<file path="config.mk">
export PLATFORM = sky130hd
export DESIGN_NAME = pipe_hazard_ctrl
export DESIGN_NICKNAME = d
export VERILOG_FILES = /design/src/rtl/pipe_pkg.sv /design/src/rtl/pipe_hazard_ctrl_hazard_cmp.sv /design/src/rtl/pipe_hazard_ctrl.sv
export SDC_FILE = /design/constraint.sdc
export NUM_CORES = 1
export LEC_CHECK = 0
export ABC_AREA = 1
export CORE_AREA = 10 10 59 61
export CTS_CLUSTER_SIZE = 8
export DETAILED_ROUTE_END_ITERATION = 8
export DIE_AREA = 0 0 69 71
export PLACE_DENSITY = 0.85
export SYNTH_ARGS = -nofsm -noshare
export SYNTH_HDL_FRONTEND = slang
export SYNTH_HIERARCHICAL = 1
export SYNTH_SLANG_ARGS = --single-unit
</file>
<file path="constraint.sdc">
create_clock -name clk -period 1.95 [get_ports clk]
set_input_delay 0.39 -clock clk [delete_from_list [all_inputs] [get_ports clk]]
set_output_delay 0.39 -clock clk [all_outputs]
set_load 0.01 [all_outputs]
</file>
<file path="src/rtl/pipe_pkg.sv">
// Shared pipeline-control definitions: FSM states and register-address constants.
package pipe_pkg;

   localparam int unsigned REG_W = 5;
   localparam logic [REG_W-1:0] REG_ZERO = 5'd0;

   typedef enum logic {
      RUN      = 1'b0,
      MEM_WAIT = 1'b1
   } state_t;

endpackage

</file>
<file path="src/rtl/pipe_hazard_ctrl_hazard_cmp.sv">
// Combinational load-use / jr-operand hazard comparator; register 0 never hazards.
module hazard_cmp
   import pipe_pkg::*;
(
   input  logic [REG_W-1:0] id_rs,
   input  logic [REG_W-1:0] id_rt,
   input  logic             id_use_rs,
   input  logic             id_use_rt,
   input  logic             id_jr,
   input  logic             ex_memrd,
   input  logic             ex_regwr,
   input  logic [REG_W-1:0] ex_wdst,
   input  logic             mem_memrd,
   input  logic [REG_W-1:0] mem_wdst,
   output logic             lu,
   output logic             jrh
);

   logic rs_ex, rt_ex, rs_mem;

   always_comb begin
      rs_ex  = (ex_wdst != REG_ZERO) && (id_rs == ex_wdst);
      rt_ex  = (ex_wdst != REG_ZERO) && (id_rt == ex_wdst);
      rs_mem = (mem_wdst != REG_ZERO) && (id_rs == mem_wdst);
      lu     = ex_memrd && ((id_use_rs && rs_ex) || (id_use_rt && rt_ex));
      jrh    = id_jr && ((ex_regwr && rs_ex) || (mem_memrd && rs_mem));
   end

endmodule

</file>
<file path="src/rtl/pipe_hazard_ctrl.sv">
// Stall/flush sequencer for the 5-stage pipeline with memory-wait timeout.
// Optional performance counters enabled by PIPE_HAZARD_PERF_EN.
module pipe_hazard_ctrl
   import pipe_pkg::*;
#(
   parameter int unsigned MEM_TIMEOUT = 64,
   parameter int unsigned CNT_W       = 16
) (
   input  logic             clk,
   input  logic             reset,
   input  logic [REG_W-1:0] id_rs,
   input  logic [REG_W-1:0] id_rt,
   input  logic             id_use_rs,
   input  logic             id_use_rt,
   input  logic             id_jump,
   input  logic             id_jr,
   input  logic             ex_memrd,
   input  logic             ex_regwr,
   input  logic [REG_W-1:0] ex_wdst,
   input  logic             mem_memrd,
   input  logic [REG_W-1:0] mem_wdst,
   input  logic             ex_br_taken,
   input  logic             mem_req,
   input  logic             mem_ack,
   output logic             pc_hold,
   output logic             ifid_hold,
   output logic             ifid_flush,
   output logic             idex_hold,
   output logic             idex_flush,
   output logic             exmem_hold,
   output logic             memwb_flush,
   output logic             mem_timeout
`ifdef PIPE_HAZARD_PERF_EN
   ,
   output logic [CNT_W-1:0] perf_lu,
   output logic [CNT_W-1:0] perf_flush,
   output logic [CNT_W-1:0] perf_memwait
`endif
);

   localparam int unsigned CW = $clog2(MEM_TIMEOUT + 1);

   state_t        state, state_nxt;
   logic [CW-1:0] wait_cnt, wait_cnt_nxt;
   logic          lu, jrh;
   logic          timeout_hit, mem_stall, to_set;
   logic          rule_br, rule_lu, rule_jmp;

   hazard_cmp u_hazard_cmp (
      .id_rs     (id_rs),
      .id_rt     (id_rt),
      .id_use_rs (id_use_rs),
      .id_use_rt (id_use_rt),
      .id_jr     (id_jr),
      .ex_memrd  (ex_memrd),
      .ex_regwr  (ex_regwr),
      .ex_wdst   (ex_wdst),
      .mem_memrd (mem_memrd),
      .mem_wdst  (mem_wdst),
      .lu        (lu),
      .jrh       (jrh)
   );

   always_ff @(posedge clk or posedge reset) begin
      if (reset) begin
         state       <= RUN;
         wait_cnt    <= '0;
         mem_timeout <= 1'b0;
      end else begin
         state       <= state_nxt;
         wait_cnt    <= wait_cnt_nxt;
         mem_timeout <= mem_timeout | to_set;
      end
   end

   always_comb begin
      state_nxt    = state;
      wait_cnt_nxt = wait_cnt;
      to_set       = 1'b0;
      timeout_hit  = (state == MEM_WAIT) && (wait_cnt == CW'(MEM_TIMEOUT));
      mem_stall    = 1'b0;
      case (state)
         RUN: begin
            if (mem_req && !mem_ack) begin
               state_nxt    = MEM_WAIT;
               wait_cnt_nxt = CW'(1);
               mem_stall    = 1'b1;
            end
         end
         MEM_WAIT: begin
            if (mem_ack) begin
               state_nxt    = RUN;
               wait_cnt_nxt = '0;
            end else if (timeout_hit) begin
               state_nxt    = RUN;
               wait_cnt_nxt = '0;
               to_set       = 1'b1;
            end else begin
               wait_cnt_nxt = wait_cnt + CW'(1);
               mem_stall    = 1'b1;
            end
         end
         default: begin
            state_nxt    = RUN;
            wait_cnt_nxt = '0;
         end
      endcase

      rule_br  = !mem_stall && ex_br_taken;
      rule_lu  = !mem_stall && !ex_br_taken && (lu || jrh);
      rule_jmp = !mem_stall && !ex_br_taken && !(lu || jrh) && id_jump;
   end

   // Mealy outputs are forced low while reset is asserted, even with hazards present.
   always_comb begin
      pc_hold     = 1'b0;
      ifid_hold   = 1'b0;
      ifid_flush  = 1'b0;
      idex_hold   = 1'b0;
      idex_flush  = 1'b0;
      exmem_hold  = 1'b0;
      memwb_flush = 1'b0;
      if (!reset) begin
         if (mem_stall) begin
            pc_hold     = 1'b1;
            ifid_hold   = 1'b1;
            idex_hold   = 1'b1;
            exmem_hold  = 1'b1;
            memwb_flush = 1'b1;
         end else begin
            memwb_flush = timeout_hit;
            if (rule_br) begin
               ifid_flush = 1'b1;
               idex_flush = 1'b1;
            end else if (rule_lu) begin
               pc_hold    = 1'b1;
               ifid_hold  = 1'b1;
               idex_flush = 1'b1;
            end else if (rule_jmp) begin
               ifid_flush = 1'b1;
            end
         end
      end
   end

`ifdef PIPE_HAZARD_PERF_EN
   always_ff @(posedge clk or posedge reset) begin
      if (reset) begin
         perf_lu      <= '0;
         perf_flush   <= '0;
         perf_memwait <= '0;
      end else begin
         if (rule_lu && (perf_lu != '1))
            perf_lu <= perf_lu + CNT_W'(1);
         if ((rule_br || rule_jmp) && (perf_flush != '1))
            perf_flush <= perf_flush + CNT_W'(1);
         if (mem_stall && (perf_memwait != '1))
            perf_memwait <= perf_memwait + CNT_W'(1);
      end
   end
`endif

endmodule

</file>
-- Word level (Yosys, flattened, before mapping)
Cells that the tools add are included.
- logic and storage cells: 63
- input port bits: 32
- output and inout bits: 8
- bits in registers: 9
- $add $sub $neg: 1
- mux-type cells: 27
- equal/unequal tests: 5
- reduce and logical (&&, ||, !) cells: 25
- bitwise gates (word level): 2
- operator list (kind ; number):
    2-to-1 mux 1 bit ; 22
    2-to-1 mux 7 bit ; 3
    logical AND 1 bit ; 16
    == test 5 bit ; 3
    one-hot mux 7 bit (2 select lines) ; 1
    nonzero test 5 bit ; 2
    adder 7 x 1 -> 7 bit (second input constant) ; 1
    == test 7 bit (second input constant) ; 1
    logical NOT 1 bit ; 4
    logical OR 1 bit ; 3
    != test 2 bit (second input constant) ; 1
    one-hot mux 1 bit (2 select lines) ; 1
    NOT 1 bit ; 1
    OR 1 bit ; 1

-- Depth between registers and ports, before layout
- word-level depth: 14
- depth in mapped cells: 12
- mapped depth without buffers: 12

-- Hierarchy
Netlist, hierarchy kept.
- modules (own cells, without submodules) (module ; seq. area each (sq um) ; times used ; area each (sq um) ; cells an instance):
    pipe_hazard_ctrl ; 225.2 ; 1 ; 623.1 ; 87
    hazard_cmp ; 0.0 ; 1 ; 307.8 ; 68

-- Worst setup path before layout
No wires, ideal clock.
- path type: input -> output
- start: input ex_wdst[1]
- end: output ifid_flush
- slack: 0.190 ns
- stages on the path: 10
- required time: 1.560 ns
- arrival time: 1.370 ns
- path buffers: 0
- cell sequence: or2_1 -> nor2_2 -> nor2_2 -> nand3_1 -> a21oi_1 -> nor2_1 -> inv_1 -> nand2_1 -> o211ai_1 -> nor2_1
- word-level cells in the longest chain between the ends: 14
- elaborated cells between the ends (all ways): 22
- classes of those cells: 2 x eq/ne; 5 x mux; 15 x reduce/logical
- RTL lines (what ; line ; RTL):
    start: declaration ; pipe_hazard_ctrl.sv:19 ; input logic [REG_W-1:0] ex_wdst,
    == test 5 bit / nonzero test 5 bit (equally long branches) ; pipe_hazard_ctrl_hazard_cmp.sv:22 ; rs_ex = (ex_wdst != REG_ZERO) && (id_rs == ex_wdst);
    logical AND 1 bit * ; pipe_hazard_ctrl_hazard_cmp.sv:22 ;
    logical AND 1 bit * ; pipe_hazard_ctrl_hazard_cmp.sv:26 ; jrh = id_jr && ((ex_regwr && rs_ex) || (mem_memrd && rs_mem));
    logical OR 1 bit * ; pipe_hazard_ctrl_hazard_cmp.sv:26 ;
    logical AND 1 bit * ; pipe_hazard_ctrl_hazard_cmp.sv:26 ;
    via jrh ; pipe_hazard_ctrl.sv:45 ; logic lu, jrh;
    logical OR 1 bit * ; pipe_hazard_ctrl.sv:110, pipe_hazard_ctrl.sv:111 ;
    logical NOT 1 bit ; pipe_hazard_ctrl.sv:111 ; rule_jmp = !mem_stall && !ex_br_taken && !(lu || jrh) && id_jump;
    logical AND 1 bit (2 in series) ; pipe_hazard_ctrl.sv:111 ;
    2-to-1 mux 1 bit ; pipe_hazard_ctrl.sv:139 ; end else if (rule_jmp) begin
    2-to-1 mux 1 bit * ; pipe_hazard_ctrl.sv:135 ; end else if (rule_lu) begin
    2-to-1 mux 1 bit * ; pipe_hazard_ctrl.sv:132 ; if (rule_br) begin
    2-to-1 mux 1 bit * ; pipe_hazard_ctrl.sv:124 ; if (mem_stall) begin
    2-to-1 mux 1 bit * ; pipe_hazard_ctrl.sv:123 ; if (!reset) begin
    end: declaration ; pipe_hazard_ctrl.sv:27 ; output logic ifid_flush,
The timed path passes the listed nets; every way through them passes the cells marked *.

-- Worst setup path after layout
- start: input ex_wdst[0]
- end: output ifid_flush
- word-level cells in the longest chain between the ends: 14
- elaborated cells between the ends (all ways): 22
- classes of those cells: 2 x eq/ne; 5 x mux; 15 x reduce/logical
- RTL lines (what ; line ; RTL):
    == test 5 bit (tied with other cells) ; pipe_hazard_ctrl_hazard_cmp.sv:22 ;
    logical AND 1 bit (on tied branches) ; pipe_hazard_ctrl_hazard_cmp.sv:22, pipe_hazard_ctrl_hazard_cmp.sv:23 ;
    logical AND 1 bit ; pipe_hazard_ctrl_hazard_cmp.sv:25 ; lu = ex_memrd && ((id_use_rs && rs_ex) || (id_use_rt && rt_ex));
    logical OR 1 bit * ; pipe_hazard_ctrl_hazard_cmp.sv:25 ;
    logical AND 1 bit * ; pipe_hazard_ctrl_hazard_cmp.sv:25 ;
    via lu ; pipe_hazard_ctrl.sv:45 ;
    logical OR 1 bit * ; pipe_hazard_ctrl.sv:110, pipe_hazard_ctrl.sv:111 ;
    logical NOT 1 bit ; pipe_hazard_ctrl.sv:111 ;
    logical AND 1 bit (2 in series) ; pipe_hazard_ctrl.sv:111 ;
    2-to-1 mux 1 bit ; pipe_hazard_ctrl.sv:139 ;
    2-to-1 mux 1 bit * ; pipe_hazard_ctrl.sv:135 ;
    2-to-1 mux 1 bit * ; pipe_hazard_ctrl.sv:132 ;
    2-to-1 mux 1 bit * ; pipe_hazard_ctrl.sv:124 ;
    2-to-1 mux 1 bit * ; pipe_hazard_ctrl.sv:123 ;
Marked as above.

==> results.cfg <==
[status]
status = finished, violations left
violations = negative setup slack

[layout]
drive_gt1_share_pct = 40.7
most-common-layout-cells = 37 x nand2_1, 23 x inv_1, 21 x buf_4, 12 x nor2_1, 11 x nand2_2
n_antenna_cell = 0
post-route-util_pct = 65.9
final_common_cell = nand2_1
nets = 251
area_growth_pct = 69.0
finish.instance_area_mm2 = 0.00157

[placement]
place.gp.congestion = 0.867
detailedPlace.worstSlack_ps = -863
placedInstanceArea_mm2 = 0.00146
dp_hpwl_um = 2400
portBuffers = 39

[hold_path]
hold_start = mem_timeout
hold_path_end = mem_timeout
min_path_cells = 1
hold_path.class = flop to flop

[power_and_ir_drop]
peakVddDrop_v = 0.000418
p_seq_share_pct = 30.5
switching_share_pct = 35.4
power_leakage_nw = 0.861
p_per_area_mw_per_mm2 = 444
pwr-share-comb_pct = 47.5
p_int_uw = 451
pwr-share-clk_pct = 22.0
power.switching_uw = 247

[setup_path]
path_max_fanout = 3
path_buf_inv = 3
crit_type = primary input to primary output
reg2reg_slack_ps = 650
cp_slowest_cell = or2_4
critPathLaunchType = primary input
r2r_cells = 7
arrival_ps = 1650
critPathMostFrequentCell = nor2_1
r2r_end = wait_cnt[2]
cp-startpoint = ex_wdst[0]
worstPathCellList = buf_8 -> or2_4 -> nor2_4 -> nor2_1 -> nand3_1 -> a21oi_2 -> nor2_1 -> inv_2 -> nand2_1 -> o211ai_1 -> nor2_1 -> buf_2
timing.rr.start = wait_cnt[0]
slowest_delay_ps = 250
cp_data_required_time_ps = 1560
critPathTopFamily = simple AND/OR/NAND/NOR gates
crit_path_end_kind = primary output

[logic_synthesis]
ys_warn_count = 6
synth_nets = 189
syn_area_um2 = 931
avgSynthCellArea_um2 = 6.01
ys_ff_latch = 9
ys_types = 22
syn_inst = 155
yosysSeqAreaShare_pct = 24.2

[global_route]
grt.overflow.total = 0
grt_usage_pct = 11.6
grt_max_degree = 8
antenna_found_initial = 0
grt_pass1_vias = 1197
grt_pass1_wl_um = 4910

[floorplanning]
num_io_pins = 40
chipWidth_um = 69
rows = 18
core_mm2 = 0.00239
dieArea_mm2 = 0.00490
initial_core_util_pct = 39.0
die_h_um = 71

[timing]
rsz0062_at_grt = true
slew_violations = 0
hold_violations = 0
whs_ps = 485
worst_slack_ps = -85.7
min_period_ps = 2040
skew_ps = 1.36
finalSetupViolCount = 4
fmax_mhz = 491
tns_ps = -269
finalCritPeriodShare_pct = 104
timing.slew.headroom_pct = 83.5
worstMarginPinSlew_ps = 247

[clock_network]
htree_levels = 1
cts_sinks = 9
clock_latency_ps = 280
cts_buffers = 3
cts_hold_buf = 0
clk_pin_slew_ps = 60
clock_path_buffers = 2
cts_root_buf = clkbuf_4
cts_tree = built

[detailed_routing]
drcViolationCount = 0
routed_wl_um = 3220
vias_per_cell = 4.75
drtIter0Drc = 52
wl_per_cell_um = 13.1
ant_nets = 0
vias = 1168
drtPass1Iterations = 4

[job]
maxCapViolCount = 0
[worst reg2reg max path, cell delays in order (launching register included)]
cell	delay, ps
dfrtp_1	390
inv_2	80
ha_4	140
nand3_4	80
or2_4	250
buf_4	140
nand4_1	60
nand2_1	50
[power groups by stage]
stage | registers [mW] | clock network (mW) | logic (mW)
floorplan | 0.221 | 0 | 0.119
global placement | 0.212 | 0 | 0.278
detailed placement | 0.213 | 0 | 0.283
CTS | 0.211 | 0.157 | 0.292
global route | 0.214 | 0.163 | 0.367
finish | 0.213 | 0.153 | 0.332
[synthesized netlist by cell type]
library cell | n | area, µm²
or2_4 | 1 | 8.76
o211ai_1 | 1 | 7.51
nand2_2 | 4 | 25.0
inv_1 | 32 | 120
o21ai_0 | 9 | 45.0
dfrtp_1 | 9 | 225
o22ai_1 | 2 | 12.5
nor2_2 | 3 | 18.8
nand3_1 | 11 | 55.1
xnor2_1 | 2 | 17.5
nand2_1 | 44 | 165
nand3_2 | 2 | 20.0
xor2_1 | 3 | 26.3
nand4_1 | 6 | 37.5
o21bai_2 | 2 | 22.5
or2_1 | 1 | 6.26
inv_2 | 2 | 7.51
a21oi_1 | 2 | 10.0
ha_1 | 2 | 25.0
buf_4 | 2 | 15.0
nor2_1 | 14 | 52.6
a21boi_1 | 1 | 7.51
[state kept, by name, indices dropped and copies added (netlist names)]
| signal | count |
|---|---|
| mem_timeout | 1 |
| wait_cnt | 7 |
| state | 1 |
[worst max-delay path by stage]
stage / end / cells after the start
finish: ifid_flush / 12
global route: ifid_flush / 12
CTS: ifid_flush / 12
detailed placement: ifid_flush / 12
global placement: ifid_flush / 12
floorplan: ifid_flush / 10
[timing repair]
item                       CTS  global route
resized for setup          109            40
setup endpoints to repair    7             6
pin swaps                   33            20
setup buffers                2             2
[cells by family after synthesis]
logic type,share of synthesized area (%)
flip-flops,24.2
AO/OA/AOI/OAI,11.3
AND/OR/NAND/NOR,41.8
XOR/XNOR,4.71
adder cells (fa/ha/maj),2.69
buffers and inverters,15.3
[through the flow]
step | cells | total power, mW
3_5_place_dp | 238 | 0.496
2_1_floorplan | 155 | 0.340
3_3_place_gp | 238 | 0.490
5_1_grt | 246 | 0.744
4_1_cts | 244 | 0.660
6_report | 246 | 0.698
[per-layer routing]
layer | wire length (µm) | vias to the layer above | global-route usage (%)
met4 | 34 | 0 | 3.58
met3 | 224 | 4 | 3.91
met2 | 1770 | 43 | 23.7
met1 | 1190 | 516 | 10.4
li1 | - | 605 | -
met5 | 0 | - | 0
[area by class of cell]
type                       instances  area [µm²]
multi-input combinational        110         663
fill                             208         815
sequential                         9         225
timing repair buffer              59         485
clock buffer                       4        26.3
tap                               30        37.5
inverter                          34         135
No activity file was read; power rests on OpenSTA's default activity.
